--- src/rtl/tl_inflight_monitor_if.sv ---
// TileLink-UL A/D link bundle observed by the in-flight monitor.
// Handshake: a beat transfers on a rising clock edge where valid and ready are
// both high; once valid is raised with ready low, the payload stays stable and
// valid stays high until the transfer happens.
interface tl_inflight_monitor_if #(
   parameter int SOURCE_W = 4,
   parameter int ADDR_W   = 30,
   parameter int SIZE_W   = 3
);
   logic                a_valid;
   logic                a_ready;
   logic [2:0]          a_opcode;
   logic [SIZE_W-1:0]   a_size;
   logic [SOURCE_W-1:0] a_source;
   logic [ADDR_W-1:0]   a_address;
   logic                d_valid;
   logic                d_ready;
   logic [2:0]          d_opcode;
   logic [SIZE_W-1:0]   d_size;
   logic [SOURCE_W-1:0] d_source;

   // Requester side: drives A, accepts D
   modport master (
      output a_valid, a_opcode, a_size, a_source, a_address, d_ready,
      input  a_ready, d_valid, d_opcode, d_size, d_source
   );

   // Responder side: accepts A, drives D
   modport slave (
      input  a_valid, a_opcode, a_size, a_source, a_address, d_ready,
      output a_ready, d_valid, d_opcode, d_size, d_source
   );

   // Passive observer of both channels
   modport monitor (
      input a_valid, a_ready, a_opcode, a_size, a_source, a_address,
      input d_valid, d_ready, d_opcode, d_size, d_source
   );
endinterface

--- src/rtl/tl_inflight_monitor.sv ---
// TileLink-UL in-flight request monitor: tracks outstanding requests per
// source, checks A stall stability, opcode legality, alignment, burst
// consistency, response matching, and a no-progress watchdog.
module tl_inflight_monitor #(
   parameter int SOURCE_W = 4,
   parameter int ADDR_W   = 30,
   parameter int SIZE_W   = 3,
   parameter int LG_BEAT  = 2,
   parameter int TIMEOUT  = 1024,
   parameter bit FATAL_EN = 1'b1
) (
   input  logic                 clock,
   input  logic                 reset_n,
   tl_inflight_monitor_if.monitor tl,
   input  logic                 clear,
   output logic                 err_valid,
   output logic [3:0]           err_code,
   output logic [SOURCE_W-1:0]  err_source,
   output logic [8:0]           err_flags,
   output logic [15:0]          err_count,
   output logic [SOURCE_W:0]    inflight_count
);
   localparam int ENTRIES = 2**SOURCE_W;
   // wide enough to hold the beat count of the largest transfer
   localparam int CNT_W   = 2**SIZE_W;
   localparam int WD_W    = $clog2(TIMEOUT + 2);

   function automatic logic [CNT_W-1:0] beats(input logic [SIZE_W-1:0] size);
      int sh;
      sh = int'(size) - LG_BEAT;
      if (sh <= 0) return CNT_W'(1);
      return CNT_W'(1) << sh;
   endfunction

   // tracking table
   logic [ENTRIES-1:0] tbl_v;
   logic [ENTRIES-1:0] tbl_data;
   logic [SIZE_W-1:0]  tbl_size [ENTRIES];

   // A stall hold register
   logic                hold_v;
   logic [2:0]          hold_op;
   logic [SIZE_W-1:0]   hold_size;
   logic [SOURCE_W-1:0] hold_src;
   logic [ADDR_W-1:0]   hold_addr;

   // per-channel open-burst state
   logic [CNT_W-1:0]    a_cnt, a_len_q;
   logic [2:0]          a_op_q;
   logic [SIZE_W-1:0]   a_size_q;
   logic [SOURCE_W-1:0] a_src_q;
   logic [CNT_W-1:0]    d_cnt, d_len_q;
   logic [2:0]          d_op_q;
   logic [SIZE_W-1:0]   d_size_q;
   logic [SOURCE_W-1:0] d_src_q;

   logic [WD_W-1:0]     wd;

   logic a_fire, d_fire, a_first, d_first, a_last, d_last, a_is_put;
   logic alloc, retire, wd_hit;
   logic [CNT_W-1:0]    a_len, d_len;
   logic [SOURCE_W-1:0] ret_src;
   logic [ADDR_W-1:0]   align_mask;
   logic [8:0]          e;
   logic [3:0]          code_c;
   logic [SOURCE_W-1:0] src_c;

   assign a_fire     = tl.a_valid & tl.a_ready;
   assign d_fire     = tl.d_valid & tl.d_ready;
   assign a_first    = (a_cnt == '0);
   assign d_first    = (d_cnt == '0);
   assign a_is_put   = (tl.a_opcode == 3'd0) || (tl.a_opcode == 3'd1);
   assign a_len      = a_is_put ? beats(tl.a_size) : CNT_W'(1);
   assign d_len      = (tl.d_opcode == 3'd1) ? beats(tl.d_size) : CNT_W'(1);
   assign a_last     = a_first ? (a_len == CNT_W'(1)) : (a_cnt + CNT_W'(1) == a_len_q);
   assign d_last     = d_first ? (d_len == CNT_W'(1)) : (d_cnt + CNT_W'(1) == d_len_q);
   // a D burst retires the source named on its first beat
   assign ret_src    = d_first ? tl.d_source : d_src_q;
   assign retire     = d_fire & d_last & tbl_v[ret_src];
   assign alloc      = a_fire & a_first;
   assign align_mask = (ADDR_W'(1) << tl.a_size) - ADDR_W'(1);
   assign wd_hit     = (TIMEOUT != 0) && (wd == WD_W'(TIMEOUT));

   // error detection for the current cycle; bit k-1 holds code k
   always_comb begin
      e = '0;
      e[0] = hold_v & (~tl.a_valid | (tl.a_opcode != hold_op) | (tl.a_size != hold_size) |
                       (tl.a_source != hold_src) | (tl.a_address != hold_addr));
      e[1] = alloc & ~(a_is_put | (tl.a_opcode == 3'd4));
      e[2] = alloc & ((tl.a_address & align_mask) != '0);
      e[3] = alloc & tbl_v[tl.a_source] & ~(retire & (ret_src == tl.a_source));
      e[4] = a_fire & ~a_first & ((tl.a_opcode != a_op_q) | (tl.a_size != a_size_q) |
                                  (tl.a_source != a_src_q));
      e[5] = d_fire & d_first & ~tbl_v[tl.d_source];
      e[6] = d_fire & d_first & tbl_v[tl.d_source] &
             ((tl.d_size != tbl_size[tl.d_source]) ||
              (tl.d_opcode != {2'b00, tbl_data[tl.d_source]}));
      e[7] = d_fire & ~d_first & ((tl.d_opcode != d_op_q) | (tl.d_size != d_size_q) |
                                  (tl.d_source != d_src_q));
      e[8] = wd_hit;
   end

   // lowest-numbered code wins; the watchdog is not tied to one source and reports 0
   always_comb begin
      code_c = 4'd0;
      src_c  = '0;
      if      (e[0]) begin code_c = 4'd1; src_c = hold_src;    end
      else if (e[1]) begin code_c = 4'd2; src_c = tl.a_source; end
      else if (e[2]) begin code_c = 4'd3; src_c = tl.a_source; end
      else if (e[3]) begin code_c = 4'd4; src_c = tl.a_source; end
      else if (e[4]) begin code_c = 4'd5; src_c = tl.a_source; end
      else if (e[5]) begin code_c = 4'd6; src_c = tl.d_source; end
      else if (e[6]) begin code_c = 4'd7; src_c = tl.d_source; end
      else if (e[7]) begin code_c = 4'd8; src_c = tl.d_source; end
      else if (e[8]) begin code_c = 4'd9; src_c = '0;          end
   end

   // capture a stalled A beat so the next cycle can be compared against it
   always_ff @(posedge clock or negedge reset_n) begin
      if (!reset_n) begin
         hold_v    <= 1'b0;
         hold_op   <= '0;
         hold_size <= '0;
         hold_src  <= '0;
         hold_addr <= '0;
      end else begin
         hold_v    <= tl.a_valid & ~tl.a_ready;
         hold_op   <= tl.a_opcode;
         hold_size <= tl.a_size;
         hold_src  <= tl.a_source;
         hold_addr <= tl.a_address;
      end
   end

   // A burst beat counter with beat-0 fields for mid-burst comparison
   always_ff @(posedge clock or negedge reset_n) begin
      if (!reset_n) begin
         a_cnt    <= '0;
         a_len_q  <= '0;
         a_op_q   <= '0;
         a_size_q <= '0;
         a_src_q  <= '0;
      end else if (a_fire) begin
         if (a_first) begin
            a_len_q  <= a_len;
            a_op_q   <= tl.a_opcode;
            a_size_q <= tl.a_size;
            a_src_q  <= tl.a_source;
            a_cnt    <= a_last ? '0 : CNT_W'(1);
         end else begin
            a_cnt <= a_last ? '0 : a_cnt + CNT_W'(1);
         end
      end
   end

   // D burst beat counter with beat-0 fields for mid-burst comparison
   always_ff @(posedge clock or negedge reset_n) begin
      if (!reset_n) begin
         d_cnt    <= '0;
         d_len_q  <= '0;
         d_op_q   <= '0;
         d_size_q <= '0;
         d_src_q  <= '0;
      end else if (d_fire) begin
         if (d_first) begin
            d_len_q  <= d_len;
            d_op_q   <= tl.d_opcode;
            d_size_q <= tl.d_size;
            d_src_q  <= tl.d_source;
            d_cnt    <= d_last ? '0 : CNT_W'(1);
         end else begin
            d_cnt <= d_last ? '0 : d_cnt + CNT_W'(1);
         end
      end
   end

   // tracking table: retire first, then allocate, so same-source reuse keeps the entry
   always_ff @(posedge clock or negedge reset_n) begin
      if (!reset_n) begin
         tbl_v    <= '0;
         tbl_data <= '0;
         for (int i = 0; i < ENTRIES; i++) tbl_size[i] <= '0;
      end else begin
         if (retire) tbl_v[ret_src] <= 1'b0;
         if (alloc) begin
            tbl_v[tl.a_source]    <= 1'b1;
            tbl_data[tl.a_source] <= (tl.a_opcode == 3'd4);
            tbl_size[tl.a_source] <= tl.a_size;
         end
      end
   end

   // outstanding count follows valid-entry transitions, so it cannot exceed the table size
   always_ff @(posedge clock or negedge reset_n) begin
      if (!reset_n) begin
         inflight_count <= '0;
      end else begin
         case ({alloc & ~tbl_v[tl.a_source], retire & ~(alloc & (tl.a_source == ret_src))})
            2'b10:   inflight_count <= inflight_count + 1'b1;
            2'b01:   inflight_count <= inflight_count - 1'b1;
            default: inflight_count <= inflight_count;
         endcase
      end
   end

   // no-progress watchdog: counts idle D cycles while requests are outstanding
   always_ff @(posedge clock or negedge reset_n) begin
      if (!reset_n) begin
         wd <= '0;
      end else if ((TIMEOUT == 0) || d_fire || (inflight_count == '0) || wd_hit) begin
         wd <= '0;
      end else begin
         wd <= wd + 1'b1;
      end
   end

   // registered error reporting; clear beats new errors on flags/count but not the pulse
   always_ff @(posedge clock or negedge reset_n) begin
      if (!reset_n) begin
         err_valid  <= 1'b0;
         err_code   <= '0;
         err_source <= '0;
         err_flags  <= '0;
         err_count  <= '0;
      end else begin
         err_valid  <= |e;
         err_code   <= code_c;
         err_source <= src_c;
         if (clear) begin
            err_flags <= '0;
            err_count <= '0;
         end else begin
            err_flags <= err_flags | e;
            if ((|e) && (err_count != 16'hFFFF)) err_count <= err_count + 16'd1;
         end
      end
   end

`ifndef SYNTHESIS
   // optional hard stop on any detected protocol error
   always @(posedge clock) begin
      if (FATAL_EN && reset_n && (|e)) $fatal(1, "tl_inflight_monitor: error code %0d source %0d", code_c, src_c);
   end
`endif
endmodule

--- src/flat_wrapper.sv ---
// flat-port wrapper written by rule: the top's interface ports become plain ports
module tl_inflight_monitor_flat 
#(
   parameter int SOURCE_W = 4,
   parameter int ADDR_W   = 30,
   parameter int SIZE_W   = 3,
   parameter int LG_BEAT  = 2,
   parameter int TIMEOUT  = 1024,
   parameter bit FATAL_EN = 1'b1
)
  (clock, reset_n, clear, err_valid, err_code, err_source, err_flags, err_count, inflight_count, tl_a_valid, tl_a_ready, tl_a_opcode, tl_a_size, tl_a_source, tl_a_address, tl_d_valid, tl_d_ready, tl_d_opcode, tl_d_size, tl_d_source);
  tl_inflight_monitor_if #(.SOURCE_W(SOURCE_W), .ADDR_W(ADDR_W), .SIZE_W(SIZE_W)) tl_i ();
  input  logic clock;
  input  logic reset_n;
  input  logic clear;
  output logic err_valid;
  output logic [3:0] err_code;
  output logic [SOURCE_W-1:0] err_source;
  output logic [8:0] err_flags;
  output logic [15:0] err_count;
  output logic [SOURCE_W:0] inflight_count;
  input wire logic [$bits(tl_i.a_valid)-1:0] tl_a_valid;
  input wire logic [$bits(tl_i.a_ready)-1:0] tl_a_ready;
  input wire logic [$bits(tl_i.a_opcode)-1:0] tl_a_opcode;
  input wire logic [$bits(tl_i.a_size)-1:0] tl_a_size;
  input wire logic [$bits(tl_i.a_source)-1:0] tl_a_source;
  input wire logic [$bits(tl_i.a_address)-1:0] tl_a_address;
  input wire logic [$bits(tl_i.d_valid)-1:0] tl_d_valid;
  input wire logic [$bits(tl_i.d_ready)-1:0] tl_d_ready;
  input wire logic [$bits(tl_i.d_opcode)-1:0] tl_d_opcode;
  input wire logic [$bits(tl_i.d_size)-1:0] tl_d_size;
  input wire logic [$bits(tl_i.d_source)-1:0] tl_d_source;
  assign tl_i.a_valid = tl_a_valid;
  assign tl_i.a_ready = tl_a_ready;
  assign tl_i.a_opcode = tl_a_opcode;
  assign tl_i.a_size = tl_a_size;
  assign tl_i.a_source = tl_a_source;
  assign tl_i.a_address = tl_a_address;
  assign tl_i.d_valid = tl_d_valid;
  assign tl_i.d_ready = tl_d_ready;
  assign tl_i.d_opcode = tl_d_opcode;
  assign tl_i.d_size = tl_d_size;
  assign tl_i.d_source = tl_d_source;
  tl_inflight_monitor #(.SOURCE_W(SOURCE_W), .ADDR_W(ADDR_W), .SIZE_W(SIZE_W), .LG_BEAT(LG_BEAT), .TIMEOUT(TIMEOUT), .FATAL_EN(FATAL_EN)) u_core (.clock(clock), .reset_n(reset_n), .tl(tl_i), .clear(clear), .err_valid(err_valid), .err_code(err_code), .err_source(err_source), .err_flags(err_flags), .err_count(err_count), .inflight_count(inflight_count));
endmodule
--- config.mk ---
export PLATFORM = sky130hd
export DESIGN_NAME = tl_inflight_monitor_flat
export DESIGN_NICKNAME = d
export VERILOG_FILES = /design/src/rtl/tl_inflight_monitor_if.sv /design/src/rtl/tl_inflight_monitor.sv /design/src/flat_wrapper.sv
export SDC_FILE = /design/constraint.sdc
export NUM_CORES = 1
export LEC_CHECK = 0
export CAP_MARGIN = 20
export CORE_UTILIZATION = 47
export DETAILED_ROUTE_END_ITERATION = 6
export DONT_BUFFER_PORTS = 1
export PLACE_DENSITY = 0.65
export SLEW_MARGIN = 0
export SYNTH_ARGS = -nofsm -noshare
export SYNTH_HDL_FRONTEND = slang
export SYNTH_SLANG_ARGS = --single-unit
--- constraint.sdc ---
create_clock -name clock -period 4.8 [get_ports clock]
set_input_delay 1.2 -clock clock [delete_from_list [all_inputs] [get_ports clock]]
set_output_delay 1.2 -clock clock [all_outputs]
set_load 0.02 [all_outputs]
After elaboration in Yosys (flattened, before gate mapping). Index checks and enable logic that the tools add are counted.

Magnitude comparators: 10. Mux-type cells: 60. Reductions and logical operators: 18. Add/sub/neg operators: 9. Bitwise operators: 48. Shifts and indexed selects: 3. Eq/ne operators: 25.

Operators by type and width (count): 2-to-1 mux 8 bit (10); 2-to-1 mux 4 bit (18); <= comparator 32 x 1 -> 1 bit, second input constant (2); 2-to-1 mux 16 bit (4); << shifter 1 x 32 -> 8 bit, first input constant (2); bitwise mux 48 bit (1); AND 30 bit (1); inequality test 30 bit (1); nonzero test 30 bit (1); << shifter 1 x 3 -> 30 bit, first input constant (1); subtractor 30 x 2 -> 30 bit, second input constant (1); AND 1 bit (23); inequality test 3 bit (7); adder 16 x 1 -> 16 bit, second input constant (1); adder 8 x 1 -> 8 bit, second input constant (2); AND 16 bit (1); binary-select mux 1 bit (select 4 bit) (4); bitwise mux 16 bit (1); == test 8 x 1 -> 1 bit, second input constant (2); == test 8 bit (2); logical NOT 8 bit (2); inequality test 16 bit, second input constant (1); NOT 16 bit (1); bitwise OR 16 bit (1); 35 further kinds (83).

Output and inout bits: 39. Word-level logic and storage cells: 213. Register bits: 223.

Longest topological paths before layout. Gate-level depths: netlist of run 1.

Word-level depth: 16. Gate-level depth with buffers: 20. Depth with buffers taken out: 18.

Worst setup path after synthesis of run 1. OpenSTA, ideal clock, no wires.

Path kind: input-to-reg. From: input tl_d_size[1]. To: register u_core.inflight_count[4]. Data arrival time: 4.353 ns. Library setup time: 0.131 ns. Slack: 0.316 ns. Cell stages on the path: 19. Cell sequence: clkbuf_1 > inv_1 > ha_1 > nor4b_1 > o21a_1 > nor2_1 > a31oi_1 > or3_1 > clkbuf_1 > nor2_1 > ha_1 > inv_1 > fa_1 > inv_1 > a21o_1 > a21oi_1 > xnor2_1 > nor2_1 > xor2_1.

Cells in the longest elaborated chain, start to end: 12.

RTL lines: start: declaration (line flat_wrapper.sv:31) `input wire logic [$bits(tl_i.d_size)-1:0] tl_d_size;`; subtractor 3 x 2 -> 4 bit (*) (line tl_inflight_monitor.sv:30) `sh = int'(size) - LG_BEAT;`; <= comparator 32 x 1 -> 1 bit (line tl_inflight_monitor.sv:31) `if (sh <= 0) return CNT_W'(1);`; 2-to-1 mux 1 bit (line tl_inflight_monitor.sv:31); 2-to-1 mux 8 bit (*) (line tl_inflight_monitor.sv:32) `return CNT_W'(1) << sh;`; 2-to-1 mux 8 bit (*) (line tl_inflight_monitor.sv:74) `assign d_len = (tl.d_opcode == 3'd1) ? beats(tl.d_size) : CNT_W'(1);`; == test 8 x 1 -> 1 bit (*) (line tl_inflight_monitor.sv:76) `assign d_last = d_first ? (d_len == CNT_W'(1)) : (d_cnt + CNT_W'(1) == d_len_q);`; 2-to-1 mux 1 bit (*) (line tl_inflight_monitor.sv:76); AND 1 bit (*) (2 in a row) (line tl_inflight_monitor.sv:79) `assign retire = d_fire & d_last & tbl_v[ret_src];`; AND 1 bit (*) (line tl_inflight_monitor.sv:198) `case ({alloc & ~tbl_v[tl.a_source], retire & ~(alloc & (tl.a_source == ret_src))})`; == test 2 x 1 -> 1 bit or == test 2 bit (tied branches) (line tl_inflight_monitor.sv:198); one-hot mux 5 bit (2 select lines) or nonzero test 2 bit (tied branches); end signal: assignment (line tl_inflight_monitor.sv:199) `2'b10: inflight_count <= inflight_count + 1'b1;`; end signal: assignment (line tl_inflight_monitor.sv:200) `2'b01: inflight_count <= inflight_count - 1'b1;`; end signal: assignment (line tl_inflight_monitor.sv:201) `default: inflight_count <= inflight_count;`; end: declaration (line tl_inflight_monitor.sv:21) `output logic [SOURCE_W:0] inflight_count`.

Every way passes the cells marked *; elsewhere a longest branch is shown, timed or not. A chain may end at the register's enable or synchronous reset.

Final worst setup path of run 1.
From: register u_core.d_cnt[0]. To: register u_core.inflight_count[4].

Cells in the longest elaborated chain, start to end: 8.

RTL lines: start: declaration (line tl_inflight_monitor.sv:52) `logic [CNT_W-1:0] d_cnt, d_len_q;`; start signal: assignment (line tl_inflight_monitor.sv:170) `d_cnt <= d_last ? '0 : CNT_W'(1);`; start signal: assignment (line tl_inflight_monitor.sv:172) `d_cnt <= d_last ? '0 : d_cnt + CNT_W'(1);`; adder 8 x 1 -> 8 bit or logical NOT 8 bit (tied branches) (line tl_inflight_monitor.sv:76, tl_inflight_monitor.sv:71); == test 8 bit or 2-to-1 mux 4 bit (tied branches); 2-to-1 mux 1 bit (tied with other cells) (line tl_inflight_monitor.sv:76); AND 1 bit (tied with other cells) (line tl_inflight_monitor.sv:79); AND 1 bit or NOT 1 bit (tied branches) (line tl_inflight_monitor.sv:79, tl_inflight_monitor.sv:198); AND 1 bit (*) (line tl_inflight_monitor.sv:198); == test 2 x 1 -> 1 bit or == test 2 bit (tied branches) (line tl_inflight_monitor.sv:198); one-hot mux 5 bit (2 select lines) or nonzero test 2 bit (tied branches).

Every way passes the cells marked *; elsewhere a longest branch is shown, timed or not. The select of a mux whose other input is x is not followed.

==> results of run 1 <==
-- area by class of cell --
cell class / count / area (sq um) / area share
clock buffer: 32 / 703 / 0.0546
clock inverter: 15 / 272 / 0.0211
inverter: 33 / 124 / 0.00961
multi-input combinational: 889 / 5740 / 0.445
sequential: 223 / 5580 / 0.433
tap: 324 / 405 / 0.0315
timing repair buffer: 9 / 67.6 / 0.00524
-- worst register-to-register path: stages (launching register included) --
cell       delay [ns]
dfrtp_1          0.44
inv_1            0.10
ha_1             0.15
or3b_2           0.53
nor2_4           0.39
nand2_1          0.14
a2bb2oi_1        0.27
a221oi_4         0.12
or3_1            0.42
nor2_1           0.13
ha_1             0.25
inv_1            0.12
fa_1             0.41
inv_1            0.07
a21o_1           0.11
a21oi_1          0.07
xnor2_1          0.12
nor2_1           0.13
xor2_1           0.16
-- flip-flops by register name (all words and copies together) (netlist names), 9 cells and up --
signal	flops
u_core.tbl_v	16
u_core.err_count	16
u_core.hold_addr	30
u_core.err_flags	9
u_core.tbl_data	16
u_core.tbl_size	48
u_core.wd	11
-- cells by family after synthesis --
| group | synth area share |
|---|---|
| simple gates | 0.181 |
| compound gates | 0.150 |
| flops | 0.475 |
| xor+xnor | 0.0739 |
| buf+inv | 0.0357 |
| mux | 0.0662 |
| fa+ha+maj | 0.0177 |
-- worst max path at each step --
stage | start | endpoint | cells after the start
after floorplan | tl_d_size[1] | u_core.inflight_count[4]$_DFFE_PN0P_ | 19
after global placement | tl_d_size[1] | u_core.inflight_count[4]$_DFFE_PN0P_ | 17
after detailed placement | tl_d_size[1] | u_core.inflight_count[4]$_DFFE_PN0P_ | 17
after CTS | u_core.d_cnt[0]$_DFFE_PN0P_ | u_core.inflight_count[4]$_DFFE_PN0P_ | 18
after global routing | u_core.d_cnt[0]$_DFFE_PN0P_ | u_core.inflight_count[4]$_DFFE_PN0P_ | 18
final | u_core.d_cnt[0]$_DFFE_PN0P_ | u_core.inflight_count[4]$_DFFE_PN0P_ | 18
-- layer usage --
| layer | global-route usage | wire, microns | up-vias |
|---|---|---|---|
| met5 | 0 | 0 | - |
| met4 | 0.0671 | 631 | 0 |
| met3 | 0.0455 | 1710 | 37 |
| met2 | 0.355 | 13000 | 227 |
| met1 | 0.308 | 12800 | 4291 |
| li1 | - | - | 4243 |
-- where the power goes --
group          internal [mW]  switching, mW  leakage, nW
Clock                   1.42          0.790        0.475
Combinational          0.802          0.982         2.15
Sequential              2.24          0.491         2.94
Total                   4.46           2.26         5.56
-- placed cells by master (no fill, tap or decap), types with 4 or more instances in the layout --
master     Yosys  routed
a22oi_1       11      11
mux4_2        17      17
o31ai_1       26      26
nor2b_1       17      17
clkinv_2       0       4
nor3_1        13      13
nor2_1        66      66
or3_1         13      13
xnor2_1       68      68
a222oi_1       4       4
nor4_1        12      12
inv_1         33      33
nand3_1       38      38
mux2_2        11      11
nand2_1      189     189
clkbuf_16      0      26
a21o_1         8       8
dfrtp_1      223     223
a21oi_1       43      43
xor2_1        31      31
and3_1        15      15
a31oi_1       17      17
nor3b_1        4       4
buf_4          5       9
nand2b_1      16      16
or2_2          7       7
o211a_1        4       4
mux2i_1       27      27
ha_1          15      15
bufinv_16      0       7
o21ai_0      127     127
o41ai_1        8       8
and2_1         7       7
nand4_1       18      18
-- stage by stage --
stage	total power, mW	std cells	hold WS (ns)
floorplan	4.15	1210	0.445
global placement	4.49	1478	0.459
detailed placement	4.53	1478	0.465
CTS	6.76	1525	0.340
global route	7.12	1525	0.335
finish	6.73	1525	0.354
==> flow_summary.yaml, run 1 <==
detailed_routing:
  drt_first_iter_violations: 695
  wl_per_cell_microns: 18.5
  detailed_router_iteration_count_before_antenna_repair: 5
  postRouteAntennaNets: 0
  post_drt_via_cell_ratio: 5.77
  num_vias: 8798
  post_detailed_routing_wire_length_microns: 28200
  remaining_drc_errors: 0
outcome:
  status: "complete, no violations"
place:
  place_congestion: 0.866
  place_ws_ns: 0.515
  post-dp-hpwl_microns: 19500
  dpl-instance-area_sq_um: 11900
  io_buffer_count: 0
grt:
  remaining_global_route_overflow: 0
  grt_usage: 0.223
  antenna_violations_before_repair: 1
  first_global_vias: 8713
  grt_pass1_wl_microns: 46400
  grt_max_degree: 224
logic_synthesis:
  synthesis.area_per_instance_sq_um: 9.70
  synth_flop_cell: "dfrtp_1"
  post_synth_most_frequent_cells: "223 x dfrtp_1, 189 x nand2_1, 127 x o21ai_0"
  seq_area_frac_synth: 0.475
  netlist.area_leader.share: 0.475
  synthDominantAreaCellType: "dfrtp_1"
  yosys-top-cells-area: "dfrtp_1 48%, nand2_1 6.0%, o21ai_0 5.4%, xnor2_1 5.1%, mux4_2 3.3%"
  netlist_instances: 1210
  post_synth_num_cell_types: 72
  synthesized_cell_area_sq_um: 11700
  yosysMostFrequentCell: "dfrtp_1"
  count_of_flip_flops_with_a_built_in_enable_after_synthesis: 0
  postSynthNetCount: 1283
  yosys_warnings: 0
  ys_seq_elements: 223
  async_reset_ff_frac: 1.00
die:
  placeable_core_region_sq_um: 24400
  design.die.area_sq_um: 25600
  floorplan.io_pins: 96
  die_span_x_microns: 160
  core.rowCount: 57
  initial_utilization: 0.481
  die_y_microns: 160
sta:
  max-slew-margin-rel: 0.582
  timing.final.hold_violations: 0
  setup_slack_ns: 0.606
  achievable-frequency_ghz: 0.238
  setup_repair_after_global_routing_missed_its_margin: "no"
  worst_margin_slew_ns: 0.623
  tmin_final_ns: 4.19
  fin_tns_setup_ns: 0
  finalSetupViolCount: 0
  final_min_period_over_clock_period: 0.874
  timing.final.max_slew_violations: 0
  post_route_skew_ns: 0.0230
critical_path:
  r2r_start: "u_core.d_cnt[0]$_DFFE_PN0P_"
  crit_path_end_kind: "flip-flop"
  worstPathRequired_ns: 5.25
  critical_path.most_common_cell: "inv_1"
  path_delay_family: "simple AND/OR/NAND/NOR gates"
  timing.reg2reg.worst_path_depth: 18
  critical-path-slowest-cell: "or3b_2"
  critical_path.n_buffers_inverters: 3
  setup.reg_to_reg.worst_slack_ns: 0.61
  timing.critical_path.slowest_cell_delay_ns: 0.53
  crit_arrival_ns: 4.64
  setup.worst_path.start_class: "flip-flop"
  timing.critical_path.fanout_max: 21
  critical_path_class: "flip-flop to flip-flop"
  crit_chain: "inv_1 > ha_1 > or3b_2 > nor2_4 > nand2_1 > a2bb2oi_1 > a221oi_4 > or3_1 > nor2_1 > ha_1 > inv_1 > fa_1 > inv_1 > a21o_1 > a21oi_1 > xnor2_1 > nor2_1 > xor2_1"
  crit-reg2reg-capture: "u_core.inflight_count[4]$_DFFE_PN0P_"
power_and_ir_drop:
  power-per-cell-area_nw_per_um2: 522
  max-vdd-ir-drop_v: 0.000271
  cellLeakagePower_nw: 5.56
finish:
  postLayoutCellArea_sq_um: 12900
  drive_gt1_frac: 0.0816
  antennaDiodeCount: 0
  fillCellCount: 2198
  syn2layout_area_growth_pct: 9.82
  fin_nets: 1255
  utilization: 0.528
clock_network:
  root_buffer: "clkbuf_16"
  cts_buffers: 26
  tritoncts_num_sinks: 223
  cts.repair_timing.setup_buffer_count: 0
  clkLatencyLatePin_ns: 0.54
  clkSlewWorstSetupHoldPaths_ns: 0.06
  cts_hold_buf: 0
  cts.path.max_buffers: 3
  clock_tree_from_tritoncts: "built"
  number_of_h_tree_levels: 1
  resize_count_post_cts: 0
hold_path:
  class_of_the_tightest_hold_or_removal_check: "input port to asynchronous set/reset pin"
job:
  max_cap_violations: 0
No activity file was read; power rests on OpenSTA's default activity.
==> inputs of run 2 (changes only) <==
--- a/config.mk
+++ b/config.mk
@@ -6,10 +6,10 @@
 export NUM_CORES = 1
 export LEC_CHECK = 0
 export CAP_MARGIN = 20
-export CORE_UTILIZATION = 47
+export CORE_UTILIZATION = 50
 export DETAILED_ROUTE_END_ITERATION = 6
 export DONT_BUFFER_PORTS = 1
-export PLACE_DENSITY = 0.65
+export PLACE_DENSITY = 0.68
 export SLEW_MARGIN = 0
 export SYNTH_ARGS = -nofsm -noshare
 export SYNTH_HDL_FRONTEND = slang
==> run 2 against run 1 <==
Sequential cell count unchanged. Sequential power about the same. Routed wire length decreased by 1.3%. Critical path depth unchanged. Critical endpoint unchanged. Largest power group unchanged.
==> flow_summary.yaml, run 2 (synthesized netlist as in run 1, its figures left out) <==
clock_network:
  cts.path.max_buffers: 3
  cts.repair_timing.setup_buffer_count: 0
  root_buffer: "clkbuf_16"
  number_of_h_tree_levels: 1
  clkLatencyLatePin_ns: 0.53
  cts_hold_buf: 0
  tritoncts_num_sinks: 223
  resize_count_post_cts: 0
  clock_tree_from_tritoncts: "built"
  clkSlewWorstSetupHoldPaths_ns: 0.06
  cts_buffers: 26
grt:
  grt_usage: 0.236
  grt_max_degree: 224
  antenna_violations_before_repair: 0
  remaining_global_route_overflow: 0
  first_global_vias: 8558
  grt_pass1_wl_microns: 45700
die:
  floorplan.io_pins: 96
  initial_utilization: 0.514
  die_span_x_microns: 155
  die_y_microns: 155
  core.rowCount: 55
  placeable_core_region_sq_um: 22800
  design.die.area_sq_um: 24100
finish:
  drive_gt1_frac: 0.0824
  area.sequential_sq_um: 5580
  mostFrequentLayoutCell: "dfrtp_1"
  syn2layout_area_growth_pct: 9.84
  fillCellCount: 2001
  layout.cells.most_common_list: "223 x dfrtp_1, 189 x nand2_1, 127 x o21ai_0"
  fin_nets: 1254
  largestRegisters: "u_core.tbl_size x48, u_core.hold_addr x30"
  post_layout_nonfiller_instances: 1514
  largest_register_ffs: 48
  antennaDiodeCount: 0
  regMostFlops: "u_core.tbl_size"
  multiInputGateArea_sq_um: 5740
sta:
  final_min_period_over_clock_period: 0.859
  tmin_final_ns: 4.12
  max-slew-margin-rel: 0.541
  worst_margin_slew_ns: 0.684
  achievable-frequency_ghz: 0.242
  fin_tns_setup_ns: 0
  timing.final.hold_violations: 0
  fin_hold_ws_ns: 0.381
  finalSetupViolCount: 0
  timing.final.max_slew_violations: 0
  setup_repair_after_global_routing_missed_its_margin: "no"
  post_route_skew_ns: 0.0143
critical_path:
  crit_arrival_ns: 4.52
  critical_path_class: "flip-flop to flip-flop"
  setup.reg_to_reg.worst_slack_ns: 0.68
  timing.critical_path.fanout_max: 21
  crit_path_end_kind: "flip-flop"
  r2r_start: "u_core.d_cnt[0]$_DFFE_PN0P_"
  crit-reg2reg-capture: "u_core.inflight_count[4]$_DFFE_PN0P_"
  timing.reg2reg.worst_path_depth: 18
  worstPathRequired_ns: 5.20
  setup.worst_path.start_class: "flip-flop"
detailed_routing:
  detailed_router_iteration_count_before_antenna_repair: 5
  drt_first_iter_violations: 733
  postRouteAntennaNets: 0
  num_vias: 8813
  post_detailed_routing_wire_length_microns: 27800
  remaining_drc_errors: 0
  post_drt_via_cell_ratio: 5.82
  wl_per_cell_microns: 18.4
place:
  dp_cells: 1466
  post-dp-hpwl_microns: 19400
  place_congestion: 0.889
  io_buffer_count: 0
power_and_ir_drop:
  max-vdd-ir-drop_v: 0.000255
  power-per-cell-area_nw_per_um2: 524
  cellLeakagePower_nw: 5.57
outcome:
  status: "complete, no violations"
hold_path:
  class_of_the_tightest_hold_or_removal_check: "input port to asynchronous set/reset pin"
job:
  max_cap_violations: 0
==> run 2: per-stage QoR <==
| step | worst slack (ns) | power [mW] | instance area, sq um | util |
|---|---|---|---|---|
| after floorplan | 0.316 | 4.15 | 11700 | - |
| after global placement | 0.639 | 4.47 | 11900 | 0.521 |
| after detailed placement | 0.523 | 4.52 | 11900 | 0.521 |
| after CTS | 0.692 | 6.78 | 12900 | 0.564 |
| after global routing | 0.377 | 7.13 | 12900 | 0.564 |
| final | 0.676 | 6.76 | 12900 | 0.564 |
==> run 2: worst max-delay path, stage by stage, from the launching register on <==
cell	delay, ns
dfrtp_1	0.44
inv_1	0.10
ha_1	0.16
or3b_2	0.53
nor2_4	0.38
nand2_1	0.14
a2bb2oi_1	0.26
a221oi_4	0.12
or3_1	0.40
nor2_1	0.12
ha_1	0.24
inv_1	0.10
fa_1	0.40
inv_1	0.07
a21o_1	0.11
a21oi_1	0.07
xnor2_1	0.13
nor2_1	0.06
xor2_1	0.15
==> run 2: layer usage <==
metal	up-vias	global-route usage	wire length [microns]
met5	-	0	0
met4	0	0.0546	554
met3	43	0.0448	1870
met2	233	0.387	12900
met1	4292	0.326	12400
li1	4245	-	-
==> run 2: worst max path at each step <==
stage                                 from                                   end  slack, ns  cells after the start
3_5_place_dp                  tl_d_size[1]  u_core.inflight_count[4]$_DFFE_PN0P_       0.52                     17
6_report       u_core.d_cnt[0]$_DFFE_PN0P_  u_core.inflight_count[4]$_DFFE_PN0P_       0.68                     18
3_3_place_gp                  tl_d_size[1]  u_core.inflight_count[4]$_DFFE_PN0P_       0.64                     17
4_1_cts        u_core.d_cnt[0]$_DFFE_PN0P_  u_core.inflight_count[4]$_DFFE_PN0P_       0.69                     18
5_1_grt        u_core.d_cnt[0]$_DFFE_PN0P_  u_core.inflight_count[4]$_DFFE_PN0P_       0.38                     18
2_1_floorplan                 tl_d_size[1]  u_core.inflight_count[4]$_DFFE_PN0P_       0.32                     19
==> run 2: where the power goes <==
group | internal (mW) | total [mW] | switching [mW] | leakage [nW]
logic | 0.801 | 1.78 | 0.977 | 2.15
clock network | 1.45 | 2.24 | 0.786 | 0.486
registers | 2.24 | 2.74 | 0.498 | 2.94
total | 4.50 | 6.76 | 2.26 | 5.57
==> run 2: area by class of cell <==
class                           count  share of cell area
Clock inverter                     12              0.0170
Timing Repair Buffer                8             0.00466
Clock buffer                       36              0.0605
Multi-Input combinational cell    889               0.445
Inverter                           33             0.00961
Tap cell                          313              0.0304
Sequential cell                   223               0.433
==> RTL change: new RTL, settings of run 2 <==
`ADDR_W` is set to 30 in 3 places; all go to 15.
--- a/src/rtl/tl_inflight_monitor_if.sv
+++ b/src/rtl/tl_inflight_monitor_if.sv
@@ -6,3 +6,3 @@
    parameter int SOURCE_W = 4,
-   parameter int ADDR_W   = 30,
+   parameter int ADDR_W   = 15,
    parameter int SIZE_W   = 3
--- a/src/rtl/tl_inflight_monitor.sv
+++ b/src/rtl/tl_inflight_monitor.sv
@@ -5,3 +5,3 @@
    parameter int SOURCE_W = 4,
-   parameter int ADDR_W   = 30,
+   parameter int ADDR_W   = 15,
    parameter int SIZE_W   = 3,
--- a/src/flat_wrapper.sv
+++ b/src/flat_wrapper.sv
@@ -4,3 +4,3 @@
    parameter int SOURCE_W = 4,
-   parameter int ADDR_W   = 30,
+   parameter int ADDR_W   = 15,
    parameter int SIZE_W   = 3,
Interface: changed (resized tl_a_address); port bits go from 96 to 81. The function was not compared with the original's and may differ.
==> RTL change against run 2 <==
  * Area after synthesis fell by 6.0%
  * Worst setup slack improved by 0.17 ns
  * Sequential cell count fell by 15
  * Clock skew barely moved
  * Total power fell by 17%
  * Design area fell by 7.4%
  * Routed wire length fell by 7.1%
  * Synthesized cell count fell by 5.9%
  * Final cell count fell by 7.3%
  * Highest routed layer unchanged
==> RTL change: results (changes against run 2) <==
| Metric | Value |
|---|---|
| Number of port buffers | `0 (unchanged)` |
| Distinct cell type count after synthesis | `71 (-1.4%)` |
| Htree depth | `1 (unchanged)` |
| Slowest stage cell on the critical path | `dfrtp_1` |
| Top post-synthesis cells by area | `dfrtp_1, nand2_1, o21ai_0` |
| First-pass GRT wire length | `41400 um (-9.5%)` |
| Area leader, netlist | `dfrtp_1` |
| GPL Wtd Cong | `0.856 (-3.7%)` |
| Layout cells sized above 1 | `0.0877 (+0.00526)` |
| Delay-heaviest family, CP | `compound AO/OA/AOI/OAI gates` |
| Slowest Stage Delay on Critical Path | `0.55 ns (+0.02 ns)` |
| Clock latency on the worst-skew pair | `0.52 ns` |
| Highest net fanout along the worst path | `12 (-43%)` |
| Total Nets Final | `1170 (-6.7%)` |
| Critical Path AT | `4.35 ns (-0.17 ns)` |
| Antenna violations before repair | `0 (unchanged)` |
| Vias in the first global route | `7801 (-8.8%)` |
| Largest net degree at the start of global routing | `209 (-6.7%)` |
| Ant diodes | `0 (unchanged)` |
| HP Class | `in2async` |
| Layout Skew | `0.0144 ns (+0.000111 ns)` |
| Net switching power | `1.85 mW (-18%)` |
| Clk pin slew, worst setup/hold paths | `0.06 ns (about the same)` |
| Biggest register | `u_core.tbl_size` |
| Pre-CTS setup slack | `0.541 ns (+0.0186 ns)` |
| Yosys Warn Count | `0 (unchanged)` |
| P_leak | `5.22 nW (-6.3%)` |
| Async SR Flop Fraction | `1.00 (unchanged)` |
| Post-CTS setup buffers | `0 (unchanged)` |
| GRT Util Overall | `0.232 (-0.00472)` |
| DP Area | `11200 sq um (-5.8%)` |
| Post-cts sizing count | `0 (unchanged)` |
| DRT iter0 DRCs | `542 (-26%)` |
| Max reg flops | `48 (unchanged)` |
| Final HPWL DP | `17800 um (-8.0%)` |
| Worst slew pin tran | `0.816 ns (+0.133 ns)` |
| First-pass DRT Iterations | `5 (unchanged)` |
| Routed WL per cell | `18.4 um (+0.22%)` |
| TritonCTS Buffers | `23 (-12%)` |
| Highest ir drop seen on vdd | `320 uV (+26%)` |
| Clock Tree Root | `clkbuf_16` |
| Outcome | `completed` |
| FF-to-FF path depth | `16 (-2)` |
| Register area share after synthesis | `0.472 (-0.00388)` |
| Vias per cell | `5.92 (+1.7%)` |
| Max Root-Sink Buffers | `3 (unchanged)` |
| Pins Over Slew Limit | `0 (unchanged)` |
| Commonest cells post-synth | `dfrtp_1, nand2_1, o21ai_0` |
[RTL change: cell count changes in the layout (fill, tap and decap cells not counted), moves of 10 or more]
cell / before / now
o21ai_0: 127 / 96
mux2_2: 11 / 26
a31oi_1: 17 / 4
nand2_1: 189 / 172
xnor2_1: 68 / 40
xor2_1: 31 / 52
dfrtp_1: 223 / 208
a22oi_1: 11 / 1
[RTL change: path summary, 6_finish.rpt]
check / start / end / slack, ns
worst max-delay path: u_core.d_cnt[2]$_DFFE_PN0P_ / u_core.inflight_count[4]$_DFFE_PN0P_ / 0.84
worst min-delay path: reset_n / u_core.wd[2]$_DFF_PN0_ / 0.38
worst max register to register: u_core.d_cnt[2]$_DFFE_PN0P_ / u_core.inflight_count[4]$_DFFE_PN0P_ / 0.84
worst min register to register: u_core.tbl_size[22]$_DFFE_PN0P_ / u_core.tbl_size[22]$_DFFE_PN0P_ / 0.48
max in group asynchronous: reset_n / u_core.tbl_size[32]$_DFFE_PN0P_ / 4.11
min in group clock: u_core.tbl_size[22]$_DFFE_PN0P_ / u_core.tbl_size[22]$_DFFE_PN0P_ / 0.48
[RTL change: stage by stage]
step	total power [mW]	hold WS, ns	util	instances
floorplan	3.58	0.444	-	1139
global placement	3.87	0.457	0.525	1363
detailed placement	3.91	0.467	0.525	1363
CTS	5.65	0.372	0.559	1404
global route	5.94	0.357	0.559	1404
finish	5.62	0.383	0.559	1404
[RTL change: power by group through the flow]
stage | Clock (mW) | Sequential, mW | Combinational [mW]
after floorplan | 0 | 2.40 | 1.18
after global placement | 0 | 2.55 | 1.32
after detailed placement | 0 | 2.56 | 1.35
after CTS | 1.76 | 2.53 | 1.36
after global routing | 1.83 | 2.59 | 1.51
final | 1.72 | 2.54 | 1.35
[RTL change: logic make-up after synthesis]
group / count (synthesis) / synth area share
simple gates: 415 / 0.181
mux: 73 / 0.0828
flops: 208 / 0.472
buf+inv: 99 / 0.0367
compound gates: 237 / 0.137
fa+ha+maj: 15 / 0.0177
xor+xnor: 92 / 0.0730
[RTL change: cell type report]
cell class	count	area [sq um]
clock buffer	36	684
clock inverter	5	53.8
fill	1860	9410
inverter	35	131
multi-input combinational	832	5430
sequential	208	5200
tap	275	344
timing repair buffer	13	97.6
[RTL change: layer usage]
| layer | global-route usage | vias to the layer above | share of wire | routed length, um |
|---|---|---|---|---|
| met1 | 0.321 | 4070 | 0.45 | 11700 |
| met4 | 0.0570 | 0 | 0.020 | 524 |
| li1 | - | 3984 | - | - |
| met5 | 0 | - | 0 | 0 |
| met2 | 0.371 | 219 | 0.46 | 11900 |
| met3 | 0.0494 | 41 | 0.068 | 1740 |
